## config.mk

```make
export PLATFORM = sky130hd
export DESIGN_NAME = cpu_ctrl_flat
export DESIGN_NICKNAME = d
export VERILOG_FILES = /design/src/rtl/cpu_pkg.sv /design/src/rtl/cpu_ctrl_if.sv /design/src/rtl/bus_timeout.sv /design/src/rtl/cpu_ctrl.sv /design/src/flat_wrapper.sv
export SDC_FILE = /design/constraint.sdc
export NUM_CORES = 1
export LEC_CHECK = 0
export BUFFER_PORTS_ARGS = -buffer_cell sky130_fd_sc_hd__buf_2
export CORE_AREA = 2 2 54 56
export CTS_CLUSTER_SIZE = 40
export DETAILED_ROUTE_END_ITERATION = 7
export DIE_AREA = 0 0 56 58
export PLACE_DENSITY = 0.76
export SLEW_MARGIN = 40
export SYNTH_ARGS = -nofsm -noshare
export SYNTH_HDL_FRONTEND = slang
export SYNTH_HIERARCHICAL = 1
export SYNTH_SLANG_ARGS = --single-unit
export TNS_END_PERCENT = 20
```

## constraint.sdc

```tcl
create_clock -name clock -period 3.74 [get_ports clock]
set_input_delay 0 -clock clock [delete_from_list [all_inputs] [get_ports clock]]
set_output_delay 0 -clock clock [all_outputs]
set_load 0.05 [all_outputs]
```

## src/rtl/cpu_pkg.sv

```systemverilog
// -----------------------------------------------------------------------------
// cpu_pkg
//   Shared definitions for the RV32 multi-cycle control sequencer: the FSM
//   state encoding, the decoder instruction-class encoding and trap causes.
//   Ports: none (package).
// -----------------------------------------------------------------------------
package cpu_pkg;

    typedef enum logic [2:0] {
        ST_IDLE   = 3'd0,
        ST_FETCH  = 3'd1,
        ST_DECODE = 3'd2,
        ST_EXEC   = 3'd3,
        ST_MEM    = 3'd4,
        ST_WB     = 3'd5,
        ST_HALT   = 3'd6,
        ST_TRAP   = 3'd7
    } ctrl_state_t;

    // Decoder instruction classes. Load/store carry the access size in [1:0].
    localparam logic [4:0] INST_ILLEGAL   = 5'b00000;
    localparam logic [4:0] INST_IMM       = 5'b00001;
    localparam logic [4:0] INST_REG       = 5'b00010;
    localparam logic [4:0] INST_UPP       = 5'b00011;
    localparam logic [4:0] INST_JUMP      = 5'b00100;
    localparam logic [2:0] INST_LOAD_PFX  = 3'b010;
    localparam logic [2:0] INST_STORE_PFX = 3'b011;
    localparam logic [1:0] INST_SYS_PFX   = 2'b10;

    localparam logic [1:0] CAUSE_NONE    = 2'd0;
    localparam logic [1:0] CAUSE_ILLEGAL = 2'd1;
    localparam logic [1:0] CAUSE_TIMEOUT = 2'd2;

    function automatic logic is_load(input logic [4:0] cls);
        return cls[4:2] == INST_LOAD_PFX;
    endfunction

    function automatic logic is_store(input logic [4:0] cls);
        return cls[4:2] == INST_STORE_PFX;
    endfunction

    function automatic logic is_sys(input logic [4:0] cls);
        return cls[4:3] == INST_SYS_PFX;
    endfunction

    // Classes that produce a register-file result in WB.
    function automatic logic writes_rd(input logic [4:0] cls);
        return (cls == INST_IMM) || (cls == INST_REG) || (cls == INST_UPP) ||
               (cls == INST_JUMP) || is_load(cls) || is_sys(cls);
    endfunction

endpackage

```

## src/rtl/cpu_ctrl_if.sv

```systemverilog
// -----------------------------------------------------------------------------
// cpu_ctrl_if
//   Bundle between the control sequencer and the decoder / memory port /
//   datapath strobes.
//   master: the sequencer (drives memory request and write strobes).
//   slave : the surrounding core (drives class, rd_is_zero, ack, halt).
// -----------------------------------------------------------------------------
interface cpu_ctrl_if;
    logic [4:0] inst_type;
    logic       rd_is_zero;
    logic       mem_ack;
    logic       halt_req;
    logic       mem_req;
    logic       mem_is_fetch;
    logic       mem_we;
    logic [1:0] mem_size;
    logic       ir_we;
    logic       pc_we;
    logic       pc_sel_jump;
    logic       rf_we;
    logic       csr_we;
    logic       retire;
    logic       halted;
    logic       trap;
    logic [1:0] trap_cause;

    modport master (
        input  inst_type, rd_is_zero, mem_ack, halt_req,
        output mem_req, mem_is_fetch, mem_we, mem_size, ir_we, pc_we, pc_sel_jump,
               rf_we, csr_we, retire, halted, trap, trap_cause
    );

    modport slave (
        output inst_type, rd_is_zero, mem_ack, halt_req,
        input  mem_req, mem_is_fetch, mem_we, mem_size, ir_we, pc_we, pc_sel_jump,
               rf_we, csr_we, retire, halted, trap, trap_cause
    );
endinterface

```

## src/rtl/bus_timeout.sv

```systemverilog
// -----------------------------------------------------------------------------
// bus_timeout
//   Counts cycles a memory request waits without acknowledge and flags expiry.
//   Ports:
//     clock, reset_n : clock / async active-low reset
//     i_clear        : zero the count (entry to a request phase)
//     i_req, i_ack   : request pending / acknowledged this cycle
//     o_expire       : count at MEM_TIMEOUT-1 and still no ack this cycle
// -----------------------------------------------------------------------------
module bus_timeout #(
    parameter int unsigned MEM_TIMEOUT = 256
) (
    input  logic clock,
    input  logic reset_n,
    input  logic i_clear,
    input  logic i_req,
    input  logic i_ack,
    output logic o_expire
);
    localparam int unsigned LP_CNT_W = $clog2(MEM_TIMEOUT);
    localparam logic [LP_CNT_W-1:0] LP_LIMIT = LP_CNT_W'(MEM_TIMEOUT - 1);

    logic [LP_CNT_W-1:0] r_cnt;
    logic                w_at_limit;

    assign w_at_limit = (r_cnt == LP_LIMIT);
    // An ack in the limit cycle suppresses expiry.
    assign o_expire   = i_req && !i_ack && w_at_limit;

    always_ff @(posedge clock or negedge reset_n) begin
        if (!reset_n) begin
            r_cnt <= '0;
        end else if (i_clear || i_ack) begin
            r_cnt <= '0;
        end else if (i_req && !w_at_limit) begin
            r_cnt <= r_cnt + LP_CNT_W'(1);
        end
    end
endmodule

```

## src/rtl/cpu_ctrl.sv

```systemverilog
// -----------------------------------------------------------------------------
// cpu_ctrl
//   Multi-cycle control sequencer: FETCH, DECODE, EXEC, MEM, WB over a single
//   shared memory port, plus debug HALT and a terminal TRAP state.
//   Ports:
//     clock, reset_n : clock / async active-low reset
//     bus            : cpu_ctrl_if.master (class in, memory request and strobes out)
//     cycle_cnt, instret_cnt : performance counters, only with
//                      CPU_CTRL_PERF_CNT_EN defined
//   Outputs are decoded from state and the latched class, except ir_we and
//   the store-completion pc_we/retire which follow mem_ack combinationally.
// -----------------------------------------------------------------------------
module cpu_ctrl
    import cpu_pkg::*;
#(
    parameter int unsigned MEM_TIMEOUT = 256
`ifdef CPU_CTRL_PERF_CNT_EN
    ,
    parameter int unsigned CNT_W = 32
`endif
) (
    input  logic              clock,
    input  logic              reset_n,
    cpu_ctrl_if.master        bus
`ifdef CPU_CTRL_PERF_CNT_EN
    ,
    output logic [CNT_W-1:0]  cycle_cnt,
    output logic [CNT_W-1:0]  instret_cnt
`endif
);
    localparam logic [2:0] S_IDLE   = ST_IDLE;
    localparam logic [2:0] S_FETCH  = ST_FETCH;
    localparam logic [2:0] S_DECODE = ST_DECODE;
    localparam logic [2:0] S_EXEC   = ST_EXEC;
    localparam logic [2:0] S_MEM    = ST_MEM;
    localparam logic [2:0] S_WB     = ST_WB;
    localparam logic [2:0] S_HALT   = ST_HALT;
    localparam logic [2:0] S_TRAP   = ST_TRAP;

    logic [2:0] r_state;
    logic [2:0] w_state_d;
    logic [4:0] r_cls;
    logic [1:0] r_cause;
    logic [1:0] w_cause_d;
    logic       w_ack;
    logic       w_expire;
    logic       w_tmo_clear;

    assign w_ack       = bus.mem_req & bus.mem_ack;
    assign w_tmo_clear = (w_state_d != r_state) &&
                         ((w_state_d == S_FETCH) || (w_state_d == S_MEM));

    bus_timeout #(
        .MEM_TIMEOUT (MEM_TIMEOUT)
    ) u_bus_timeout (
        .clock    (clock),
        .reset_n  (reset_n),
        .i_clear  (w_tmo_clear),
        .i_req    (bus.mem_req),
        .i_ack    (w_ack),
        .o_expire (w_expire)
    );

    always_comb begin
        w_state_d = r_state;
        w_cause_d = r_cause;
        case (r_state)
            S_IDLE:   w_state_d = bus.halt_req ? S_HALT : S_FETCH;
            S_FETCH: begin
                if (bus.mem_ack) begin
                    w_state_d = S_DECODE;
                end else if (w_expire) begin
                    w_state_d = S_TRAP;
                    w_cause_d = CAUSE_TIMEOUT;
                end
            end
            S_DECODE: begin
                if (bus.inst_type == INST_ILLEGAL) begin
                    w_state_d = S_TRAP;
                    w_cause_d = CAUSE_ILLEGAL;
                end else begin
                    w_state_d = S_EXEC;
                end
            end
            S_EXEC:   w_state_d = (is_load(r_cls) || is_store(r_cls)) ? S_MEM : S_WB;
            S_MEM: begin
                if (bus.mem_ack) begin
                    // A store retires here, so it is an instruction boundary.
                    if (is_store(r_cls)) begin
                        w_state_d = bus.halt_req ? S_HALT : S_FETCH;
                    end else begin
                        w_state_d = S_WB;
                    end
                end else if (w_expire) begin
                    w_state_d = S_TRAP;
                    w_cause_d = CAUSE_TIMEOUT;
                end
            end
            S_WB:     w_state_d = bus.halt_req ? S_HALT : S_FETCH;
            S_HALT:   w_state_d = bus.halt_req ? S_HALT : S_FETCH;
            S_TRAP:   w_state_d = S_TRAP;
            default:  w_state_d = S_IDLE;
        endcase
    end

    always_ff @(posedge clock or negedge reset_n) begin
        if (!reset_n) begin
            r_state <= S_IDLE;
            r_cls   <= '0;
            r_cause <= CAUSE_NONE;
        end else begin
            r_state <= w_state_d;
            r_cause <= w_cause_d;
            if (r_state == S_DECODE) begin
                r_cls <= bus.inst_type;
            end
        end
    end

    always_comb begin
        bus.mem_req      = 1'b0;
        bus.mem_is_fetch = 1'b0;
        bus.mem_we       = 1'b0;
        bus.mem_size     = 2'd0;
        bus.ir_we        = 1'b0;
        bus.pc_we        = 1'b0;
        bus.pc_sel_jump  = 1'b0;
        bus.rf_we        = 1'b0;
        bus.csr_we       = 1'b0;
        bus.retire       = 1'b0;
        bus.halted       = 1'b0;
        bus.trap         = 1'b0;
        case (r_state)
            S_FETCH: begin
                bus.mem_req      = 1'b1;
                bus.mem_is_fetch = 1'b1;
                bus.mem_size     = 2'd2;
                bus.ir_we        = bus.mem_ack;
            end
            S_MEM: begin
                bus.mem_req  = 1'b1;
                bus.mem_we   = is_store(r_cls);
                bus.mem_size = r_cls[1:0];
                bus.pc_we    = is_store(r_cls) & bus.mem_ack;
                bus.retire   = is_store(r_cls) & bus.mem_ack;
            end
            S_WB: begin
                bus.rf_we       = writes_rd(r_cls) & ~bus.rd_is_zero;
                bus.csr_we      = is_sys(r_cls);
                bus.pc_we       = 1'b1;
                bus.pc_sel_jump = (r_cls == INST_JUMP);
                bus.retire      = 1'b1;
            end
            S_HALT:  bus.halted = 1'b1;
            S_TRAP:  bus.trap   = 1'b1;
            default: ;
        endcase
    end

    assign bus.trap_cause = r_cause;

`ifdef CPU_CTRL_PERF_CNT_EN
    logic [CNT_W-1:0] r_cycle_cnt;
    logic [CNT_W-1:0] r_instret_cnt;

    always_ff @(posedge clock or negedge reset_n) begin
        if (!reset_n) begin
            r_cycle_cnt   <= '0;
            r_instret_cnt <= '0;
        end else begin
            if ((r_state != S_IDLE) && (r_state != S_HALT) && (r_state != S_TRAP)) begin
                r_cycle_cnt <= r_cycle_cnt + CNT_W'(1);
            end
            if (bus.retire) begin
                r_instret_cnt <= r_instret_cnt + CNT_W'(1);
            end
        end
    end

    assign cycle_cnt   = r_cycle_cnt;
    assign instret_cnt = r_instret_cnt;
`endif
endmodule
```

## src/flat_wrapper.sv

```systemverilog
// flat-port wrapper written by rule: the top's interface ports become plain ports
module cpu_ctrl_flat import cpu_pkg::*;
#(
    parameter int unsigned MEM_TIMEOUT = 256

)
  (clock, reset_n, bus_inst_type, bus_rd_is_zero, bus_mem_ack, bus_halt_req, bus_mem_req, bus_mem_is_fetch, bus_mem_we, bus_mem_size, bus_ir_we, bus_pc_we, bus_pc_sel_jump, bus_rf_we, bus_csr_we, bus_retire, bus_halted, bus_trap, bus_trap_cause);
  cpu_ctrl_if bus_i ();
  input  logic clock;
  input  logic reset_n;
  input wire logic [$bits(bus_i.inst_type)-1:0] bus_inst_type;
  input wire logic [$bits(bus_i.rd_is_zero)-1:0] bus_rd_is_zero;
  input wire logic [$bits(bus_i.mem_ack)-1:0] bus_mem_ack;
  input wire logic [$bits(bus_i.halt_req)-1:0] bus_halt_req;
  output wire logic [$bits(bus_i.mem_req)-1:0] bus_mem_req;
  output wire logic [$bits(bus_i.mem_is_fetch)-1:0] bus_mem_is_fetch;
  output wire logic [$bits(bus_i.mem_we)-1:0] bus_mem_we;
  output wire logic [$bits(bus_i.mem_size)-1:0] bus_mem_size;
  output wire logic [$bits(bus_i.ir_we)-1:0] bus_ir_we;
  output wire logic [$bits(bus_i.pc_we)-1:0] bus_pc_we;
  output wire logic [$bits(bus_i.pc_sel_jump)-1:0] bus_pc_sel_jump;
  output wire logic [$bits(bus_i.rf_we)-1:0] bus_rf_we;
  output wire logic [$bits(bus_i.csr_we)-1:0] bus_csr_we;
  output wire logic [$bits(bus_i.retire)-1:0] bus_retire;
  output wire logic [$bits(bus_i.halted)-1:0] bus_halted;
  output wire logic [$bits(bus_i.trap)-1:0] bus_trap;
  output wire logic [$bits(bus_i.trap_cause)-1:0] bus_trap_cause;
  assign bus_i.inst_type = bus_inst_type;
  assign bus_i.rd_is_zero = bus_rd_is_zero;
  assign bus_i.mem_ack = bus_mem_ack;
  assign bus_i.halt_req = bus_halt_req;
  assign bus_mem_req = bus_i.mem_req;
  assign bus_mem_is_fetch = bus_i.mem_is_fetch;
  assign bus_mem_we = bus_i.mem_we;
  assign bus_mem_size = bus_i.mem_size;
  assign bus_ir_we = bus_i.ir_we;
  assign bus_pc_we = bus_i.pc_we;
  assign bus_pc_sel_jump = bus_i.pc_sel_jump;
  assign bus_rf_we = bus_i.rf_we;
  assign bus_csr_we = bus_i.csr_we;
  assign bus_retire = bus_i.retire;
  assign bus_halted = bus_i.halted;
  assign bus_trap = bus_i.trap;
  assign bus_trap_cause = bus_i.trap_cause;
  cpu_ctrl #(.MEM_TIMEOUT(MEM_TIMEOUT)) u_core (.clock(clock), .reset_n(reset_n), .bus(bus_i));
endmodule
```

==> flow_summary.json, run 1 <==
{
  "outcome": "finished clean",
  "die-area_mm2": 0.00325,
  "cts_tree": "built",
  "cp_max_fo": 9,
  "fmax_mhz": 306,
  "netlist_instances": 144,
  "grt_setup_unrepaired": "false",
  "multi_input_area_um2": 823,
  "fillers": 239,
  "synth_edf_count": 0,
  "critPathLaunch": "u_core/r_state[0]",
  "r2r-start": "u_core/r_state[0]",
  "ys.warnings.count": 6,
  "r2r_end": "u_core/u_bus_timeout/r_cnt[2]",
  "slew_viol_final": 0,
  "htree_levels": 1,
  "ff2ff_path_depth": 11,
  "grt_pass1_wl_mm": 5.40,
  "cts_max_path_buffers": 2,
  "synth_area_mm2": 0.00140,
  "hold_slack_ns": 0.136,
  "power_frac_seq_pct": 28.3,
  "dr_total_vias": 1254,
  "core_mm2": 0.00266,
  "die_w_um": 56,
  "ant_nets": 0,
  "pre_cts_slack_ns": 0.517,
  "die_height_um": 58,
  "synth_seq_cells": 18,
  "drtIter0Drc": 29,
  "drc": 0,
  "grt_usage_pct": 20.8,
  "wirelength_mm": 3.20,
  "gr-usage-met2_pct": 36.5,
  "grt_max_degree": 19,
  "fin_area_mm2": 0.00156,
  "syn_nets": 155,
  "drive_above_1_share_pct": 32.0,
  "synth-seq-area-share_pct": 32.1,
  "async_flop_share_pct": 100,
  "antenna_found_initial": 0,
  "start_util_pct": 52.7,
  "end_kind": "register",
  "fin_crit_sh_pct": 87.3,
  "dp_hpwl_mm": 2.37,
  "drv_cap": 0,
  "setup_viol": 0,
  "grtUsageMet1_pct": 26.7,
  "place.gp.congestion": 0.889,
  "power_frac_comb_pct": 61.1,
  "hp-class": "in2async",
  "cts_setup_buffers": 0,
  "arrival_ns": 3.49,
  "period_needed_ns": 3.27,
  "met3_usage_pct": 3.13,
  "post_drt_wl_per_cell_um": 16.0,
  "switchingPower_uw": 626,
  "ir_drop_mv": 0.680,
  "num_rows": 19,
  "fin_skew_ns": 0.0104,
  "intPower_uw": 589,
  "diodes": 0,
  "first_pass_iters": 4,
  "p_leak_nw": 0.668,
  "start_kind": "register",
  "placed_cell_area_mm2": 0.00147,
  "post_cts_resized": 0,
  "rrSetupSlack_ns": 0.47,
  "cts_made_buffers": 3,
  "nNetsFinal": 181,
  "clk_pin_slew_worst_paths_ns": 0.12,
  "tns_ns": 0,
  "yosysUniqueCellTypes": 56,
  "seq_area_um2": 450,
  "max_slew_margin_pct": 64.6,
  "clockRootBuffer": "clkbuf_4",
  "path_class": "reg2reg",
  "clock_sinks": 18,
  "p_per_area_mw_per_mm2": 777,
  "required_ns": 3.96,
  "top_usage_layer": "met2",
  "ys.flop_type": "dfrtp_1",
  "vias_per_cell": 6.27,
  "numPortBuffers": 24,
  "insertion_delay_ns": 0.31,
  "p_clk_share_pct": 10.6,
  "grt-ovfl-total": 0,
  "area_growth_pct": 11.3,
  "avgSynthCellArea_um2": 9.75,
  "hold_viol_final": 0,
  "grt_pass1_vias": 1186,
  "worst_slack_ns": 0.474,
  "swShare_pct": 51.5,
  "pin_count": 25,
  "worstMarginPinSlew_ns": 0.531
}
## state kept, by name (all words and copies together) (netlist names)
register / cells
u_core/u_bus_timeout/r_cnt: 8
u_core/r_cls: 5
u_core/r_state: 3
u_core/bus.trap_cause: 2
## routing by layer
metal / share of wire [%] / wire (um) / vias to the layer above
met5: 0 / 0 / -
li1: - / - / 592
met2: 52 / 1660 / 45
met1: 43 / 1380 / 613
met3: 4.2 / 134 / 4
met4: 0.78 / 25 / 0
## area by class of cell
cell class | instances | share of cell area (%)
timing repair buffer | 32 | 12.5
multi-input combinational | 110 | 52.7
clock buffer | 4 | 2.32
inverter | 5 | 1.20
tap | 31 | 2.48
sequential | 18 | 28.8
## critical path, stage by stage (launching register included)
cell and delay, ns:
dfrtp_1 0.49, or2b_4 0.34, a21oi_2 0.31, and4_1 0.26
nand3_1 0.11, nor3_1 0.41, o21a_1 0.19, o32ai_2 0.09
a221oi_2 0.32, a221oi_2 0.08, or2_2 0.36, nor3_1 0.22
## cell usage in the layout, fill, tap and decap left out, types with 4 or more instances in the layout
| cell | count |
|---|---|
| inv_1 | 4 |
| buf_2 | 24 |
| mux2_2 | 5 |
| dfrtp_1 | 18 |
| a21oi_1 | 8 |
| o21ai_0 | 4 |
| nor3_1 | 6 |
| nor2_1 | 9 |
| dlygate4sd3_1 | 6 |
| nand3_1 | 5 |
| a211oi_1 | 4 |
| nand2_1 | 10 |
## repair_timing
| action | in CTS | in global routing |
|---|---|---|
| hold endpoints to repair | 23 | 0 |
| hold buffers | 6 | 0 |
| setup endpoints to repair | 0 | 0 |
## synth_stat cells (all sizes together) (3+ instances only)
cell type | number | area, um2
dfrtp | 18 | 450
a21oi | 10 | 53.8
buf | 10 | 101
nand2 | 10 | 37.5
nor2 | 9 | 33.8
nor3 | 6 | 30.0
a211oi | 5 | 42.5
inv | 5 | 18.8
mux2 | 5 | 56.3
nand3 | 5 | 25.0
nor3b | 4 | 41.3
o21ai | 4 | 20.0
and2 | 3 | 20.0
and3 | 3 | 18.8
and4 | 3 | 28.8
mux2i | 3 | 30.0
nor4 | 3 | 25.0
o21a | 3 | 22.5
## cells by family after synthesis
family,count (synthesis),share of synthesized area (%)
simple gates,65,29.5
compound gates,35,21.0
flops,18,32.1
buf+inv,16,9.54
mux,8,6.15
fa+ha+maj,2,1.69
## metrics by stage
step                      cells  utilization (%)  power, mW
after floorplan             144                -      0.975
after global placement      190             55.1       1.06
after detailed placement    190             55.1       1.08
after CTS                   200             58.7       1.21
after global routing        200             58.7       1.29
final                       200             58.7       1.21
## power groups by stage
| stage | logic (mW) | registers (mW) | clock network [mW] |
|---|---|---|---|
| 2_1_floorplan | 0.682 | 0.293 | 0 |
| 3_3_place_gp | 0.720 | 0.342 | 0 |
| 3_5_place_dp | 0.732 | 0.346 | 0 |
| 4_1_cts | 0.740 | 0.342 | 0.132 |
| 5_1_grt | 0.801 | 0.354 | 0.138 |
| 6_report | 0.742 | 0.344 | 0.129 |
## worst max path at each step
stage,to,cells past startpoint
global route,u_core/u_bus_timeout/r_cnt[4],11
detailed placement,u_core/u_bus_timeout/r_cnt[4],11
finish,u_core/u_bus_timeout/r_cnt[2],11
global placement,u_core/u_bus_timeout/r_cnt[2],11
floorplan,u_core/u_bus_timeout/r_cnt[3],12
CTS,u_core/u_bus_timeout/r_cnt[4],11
(Power assumes the default switching activity.)
==> inputs of run 2 (changes only) <==
clock period = 4.15 ns   (was 3.74 ns; I/O delays follow)
==> run 2 against run 1 <==
  * Worst setup slack worse by 0.15 ns
  * Via count fell by 3.1%
  * Largest cell class unchanged
  * Critical path depth is the same
  * Power shrank 11%
==> flow_summary.json, run 2 (synthesis gave the netlist of run 1 again) <==
{
  "post_cts_resized": 0,
  "grt_max_degree": 19,
  "pin_count": 25,
  "outcome": "finished clean",
  "start_util_pct": 52.7,
  "grt_pass1_wl_mm": 5.53,
  "htree_levels": 1,
  "hold_viol_final": 0,
  "cp_max_fo": 13,
  "hp-class": "in2async",
  "grt_usage_pct": 21.6,
  "post_drt_wl_per_cell_um": 16.2,
  "drv_cap": 0,
  "drive_above_1_share_pct": 30.5,
  "fmax_mhz": 261,
  "hold_slack_ns": 0.146,
  "cts_tree": "built",
  "final_common_cell": "buf_2",
  "ant_nets": 0,
  "pre_cts_slack_ns": 0.396,
  "p_per_area_mw_per_mm2": 698,
  "start_kind": "register",
  "required_ns": 4.35,
  "p_leak_nw": 0.658,
  "clockRootBuffer": "clkbuf_4",
  "dp_hpwl_mm": 2.37,
  "max_slew_margin_pct": 60.9,
  "setup_viol": 0,
  "fin_area_mm2": 0.00154,
  "reg_top3": "u_core/u_bus_timeout/r_cnt (8), u_core/r_cls (5), u_core/r_state (3)",
  "clk_pin_slew_worst_paths_ns": 0.11,
  "die-area_mm2": 0.00325,
  "worst_slack_ns": 0.320,
  "top_register": "u_core/u_bus_timeout/r_cnt",
  "cts_max_path_buffers": 2,
  "cts_hold_buf": 6,
  "fin_util_pct": 58.0,
  "tns_ns": 0,
  "antenna_found_initial": 0,
  "vias_per_cell": 6.14,
  "end_kind": "register",
  "num_rows": 19,
  "die_w_um": 56,
  "clock_sinks": 18,
  "nNetsFinal": 179,
  "period_needed_ns": 3.83,
  "ir_drop_mv": 0.427,
  "placed_cell_area_mm2": 0.00145,
  "area_growth_pct": 9.98,
  "wirelength_mm": 3.20,
  "endpoint": "u_core/u_bus_timeout/r_cnt[3]",
  "ff2ff_path_depth": 11,
  "worstMarginPinSlew_ns": 0.587,
  "cts_setup_buffers": 0,
  "drc": 0,
  "largest_reg_flops": 8,
  "fin_crit_sh_pct": 92.3,
  "grt_pass1_vias": 1172,
  "mostFrequentLayoutCells": "24 x buf_2, 18 x dfrtp_1, 10 x nand2_1, 9 x nor2_1, 9 x a21oi_1",
  "core_mm2": 0.00266,
  "cts_made_buffers": 3,
  "r2r-start": "u_core/r_state[0]",
  "drtIter0Drc": 69,
  "critPathLaunch": "u_core/r_state[0]",
  "rrSetupSlack_ns": 0.32,
  "arrival_ns": 4.03,
  "die_height_um": 58,
  "dr_total_vias": 1215,
  "grt_setup_unrepaired": "false",
  "place.gp.congestion": 0.852,
  "numPortBuffers": 24,
  "path_class": "reg2reg",
  "diodes": 0,
  "first_pass_iters": 4,
  "fin_skew_ns": 0.0130,
  "slew_viol_final": 0,
  "r2r_end": "u_core/u_bus_timeout/r_cnt[3]",
  "grt-ovfl-total": 0,
  "insertion_delay_ns": 0.30
}
==> run 2: changes by cell type in the layout (fill, tap and decap cells not counted), sizes merged <==
cell,previous run,this run
buf,26,24
==> run 2: worst min path at each step <==
stage / depth (start not counted) / end / startpoint / slack [ns]
finish: 2 / u_core/u_bus_timeout/r_cnt[7] / reset_n / 0.15
global route: 2 / u_core/u_bus_timeout/r_cnt[7] / reset_n / 0.17
CTS: 2 / u_core/u_bus_timeout/r_cnt[6] / reset_n / 0.16
detailed placement: 1 / u_core/u_bus_timeout/r_cnt[6] / reset_n / -0.05
global placement: 1 / u_core/u_bus_timeout/r_cnt[6] / reset_n / -0.05
floorplan: 0 / u_core/bus.trap_cause[0] / reset_n / -0.30
==> run 2: routing by layer <==
metal	global-route usage, %	share of wire [%]	wire [um]	up-vias
met1	28.0	43	1380	565
met3	6.03	7.4	236	6
met4	5.78	1.2	38	0
met5	0	0	0	-
li1	-	-	-	591
met2	36.0	48	1540	53
==> run 2: through the flow <==
step	cells	total power [mW]
finish	198	1.08
global route	198	1.15
CTS	198	1.07
detailed placement	188	0.957
global placement	188	0.931
floorplan	144	0.875
==> run 2: final cells by class <==
class | count | area (um2)
Fill cell | 241 | 1120
Multi-Input combinational cell | 110 | 820
Sequential cell | 18 | 450
Timing Repair Buffer | 30 | 180
Tap cell | 31 | 38.8
Clock buffer | 4 | 36.3
Inverter | 5 | 18.8
==> run 2: worst max-delay path: stages, from the launching register on <==
cell and delay [ns]:
dfrtp_1 0.67, or2b_4 0.36, a21oi_1 0.50, and4_1 0.32, nand3_1 0.10, nor3_1 0.43
o21a_1 0.19, o32ai_2 0.08, a221oi_2 0.34, a221oi_2 0.09, or2_2 0.36, nor3_1 0.28
==> run 2: power by group <==
group | total [mW] | internal, mW | switching [mW]
Combinational | 0.627 | 0.239 | 0.388
Clock | 0.108 | 0.0534 | 0.0545
Sequential | 0.343 | 0.224 | 0.119
==> inputs of run 3 (changes only) <==
clock period = 4.75 ns   (was 4.15 ns; I/O delays follow)
==> run 3 against run 2 <==
  * Non-clock buffer count stayed put
  * Worst setup slack improved by 0.72 ns
  * Power down 15%
  * Via count decreased by 0.91%
  * Clock skew is 0.0010 ns lower
  * Register-to-register slack better by 0.72 ns
  * Utilization decreased by 0.52 points
  * Global-route usage shrank 1.8 points
  * First-iteration DRC count down 52%
  * Cell count is 0.51% lower
  * Cell area decreased by 0.89%
  * Clock power shrank 28%
  * Critical endpoint is now u_core/u_bus_timeout/r_cnt[6]
  * Largest power group unchanged
==> flow_summary.json, run 3 (synthesis gave the netlist of run 1 again) <==
{
  "grt-ovfl-total": 0,
  "max_slew_margin_pct": 61.2,
  "p_per_area_mw_per_mm2": 598,
  "path_class": "reg2reg",
  "cts_tree": "built",
  "multi_input_area_um2": 820,
  "setup_viol": 0,
  "place.gp.congestion": 0.844,
  "dp_cells": 188,
  "start_util_pct": 52.7,
  "antenna_found_initial": 0,
  "power_uw": 915,
  "required_ns": 4.97,
  "p_leak_nw": 0.651,
  "holdPathStages": 4,
  "rrSetupSlack_ns": 1.04,
  "diodes": 0,
  "hold_viol_final": 0,
  "cts_setup_buffers": 0,
  "die_w_um": 56,
  "cts_hold_buf": 6,
  "mostFrequentLayoutCells": "24 x buf_2, 18 x dfrtp_1, 10 x nand2_1, 9 x nor2_1, 9 x a21oi_1",
  "top_register": "u_core/u_bus_timeout/r_cnt",
  "insertion_delay_ns": 0.30,
  "vias_per_cell": 6.11,
  "htree_levels": 1,
  "ff2ff_path_depth": 12,
  "end_kind": "register",
  "layout.cells.non_filler": 197,
  "start_kind": "register",
  "arrival_ns": 3.92,
  "dr_total_vias": 1204,
  "cts_made_buffers": 3,
  "post_cts_resized": 0,
  "clock_sinks": 18,
  "hp-start": "bus_halt_req",
  "min_to": "u_core/r_state[0]",
  "ant_nets": 0,
  "drtIter0Drc": 33,
  "fin_crit_sh_pct": 78.0,
  "grt_max_degree": 19,
  "cts_max_path_buffers": 2,
  "post_drt_wl_per_cell_um": 15.7,
  "r2r_end": "u_core/u_bus_timeout/r_cnt[6]",
  "fmax_mhz": 270,
  "clockRootBuffer": "clkbuf_4",
  "reg_top3": "u_core/u_bus_timeout/r_cnt (8), u_core/r_cls (5), u_core/r_state (3)",
  "fin_skew_ns": 0.0120,
  "grt_setup_unrepaired": "false",
  "first_pass_iters": 4,
  "pin_count": 25,
  "ir_drop_mv": 0.388,
  "seq_area_um2": 450,
  "worst_slack_ns": 1.04,
  "worstMarginPinSlew_ns": 0.582,
  "largest_reg_flops": 8,
  "dp_hpwl_mm": 2.20,
  "period_needed_ns": 3.71,
  "numPortBuffers": 24,
  "r2r-start": "u_core/r_state[0]",
  "drc": 0,
  "core_mm2": 0.00266,
  "grt_pass1_vias": 1073,
  "die_height_um": 58,
  "drv_cap": 0,
  "clk_pin_slew_worst_paths_ns": 0.11,
  "grt_usage_pct": 19.8,
  "pre_cts_slack_ns": 1.15,
  "wirelength_mm": 3.09,
  "drive_above_1_share_pct": 30.1,
  "final_common_cell": "buf_2",
  "fillers": 242,
  "hp-class": "in2reg",
  "nNetsFinal": 179,
  "die-area_mm2": 0.00325,
  "tns_ns": 0,
  "outcome": "finished clean",
  "slew_viol_final": 0,
  "cp_max_fo": 13,
  "num_rows": 19,
  "area_growth_pct": 9.00,
  "grt_pass1_wl_mm": 5.02
}
[run 3: changes by cell type in the layout (fill, tap and decap cells not counted)]
cell and change:
clkbuf_8 -1
[run 3: critical path, cell delays in order (launching register included)]
cell and delay (ns):
dfrtp_1 0.64, or2b_4 0.36, a21oi_1 0.48, and4_1 0.29, nand3_1 0.11, nor3_1 0.47
o21a_1 0.20, o32ai_2 0.09, a221oi_2 0.32, a221oi_2 0.09, nor2_1 0.30, o41ai_1 0.14
a21oi_1 0.15
[run 3: power by group]
part           internal (mW)  switching (mW)  total (mW)  leakage [nW]
Sequential             0.195           0.103       0.298         0.226
Clock                 0.0296          0.0482      0.0777        0.0138
Combinational          0.209           0.330       0.539         0.411
Total                  0.434           0.481       0.915         0.651
[run 3: cell type report]
| cell class | instances | share of cell area, % |
|---|---|---|
| clock buffer | 3 | 1.47 |
| inverter | 5 | 1.23 |
| multi-input combinational | 110 | 53.6 |
| sequential | 18 | 29.4 |
| tap | 31 | 2.53 |
| timing repair buffer | 30 | 11.8 |
[run 3: routing by layer]
| layer | up-vias | global-route usage, % | wire length (um) |
|---|---|---|---|
| met5 | - | 0 | 0 |
| met4 | 0 | 9.18 | 82 |
| met3 | 8 | 4.02 | 135 |
| met2 | 35 | 31.3 | 1400 |
| met1 | 575 | 26.3 | 1470 |
| li1 | 586 | - | - |
[run 3: per-stage QoR]
stage	instance area [um2]	util (%)	hold slack [ns]
6_report	1530	57.5	0.133
5_1_grt	1530	57.5	0.139
4_1_cts	1530	57.5	0.127
3_5_place_dp	1450	54.4	-0.0409
3_3_place_gp	1450	54.4	-0.0451
2_1_floorplan	1400	-	-0.296
[run 3: worst max path at each step]
stage,startpoint,end,slack [ns],depth (start not counted)
after floorplan,u_core/r_state[2],u_core/u_bus_timeout/r_cnt[2],0.98,12
after global placement,u_core/r_state[0],u_core/u_bus_timeout/r_cnt[2],1.32,11
after detailed placement,u_core/r_state[0],u_core/u_bus_timeout/r_cnt[2],1.15,11
after CTS,u_core/r_state[0],u_core/u_bus_timeout/r_cnt[2],1.11,11
after global routing,u_core/r_state[2],u_core/u_bus_timeout/r_cnt[6],0.70,12
final,u_core/r_state[0],u_core/u_bus_timeout/r_cnt[6],1.04,12
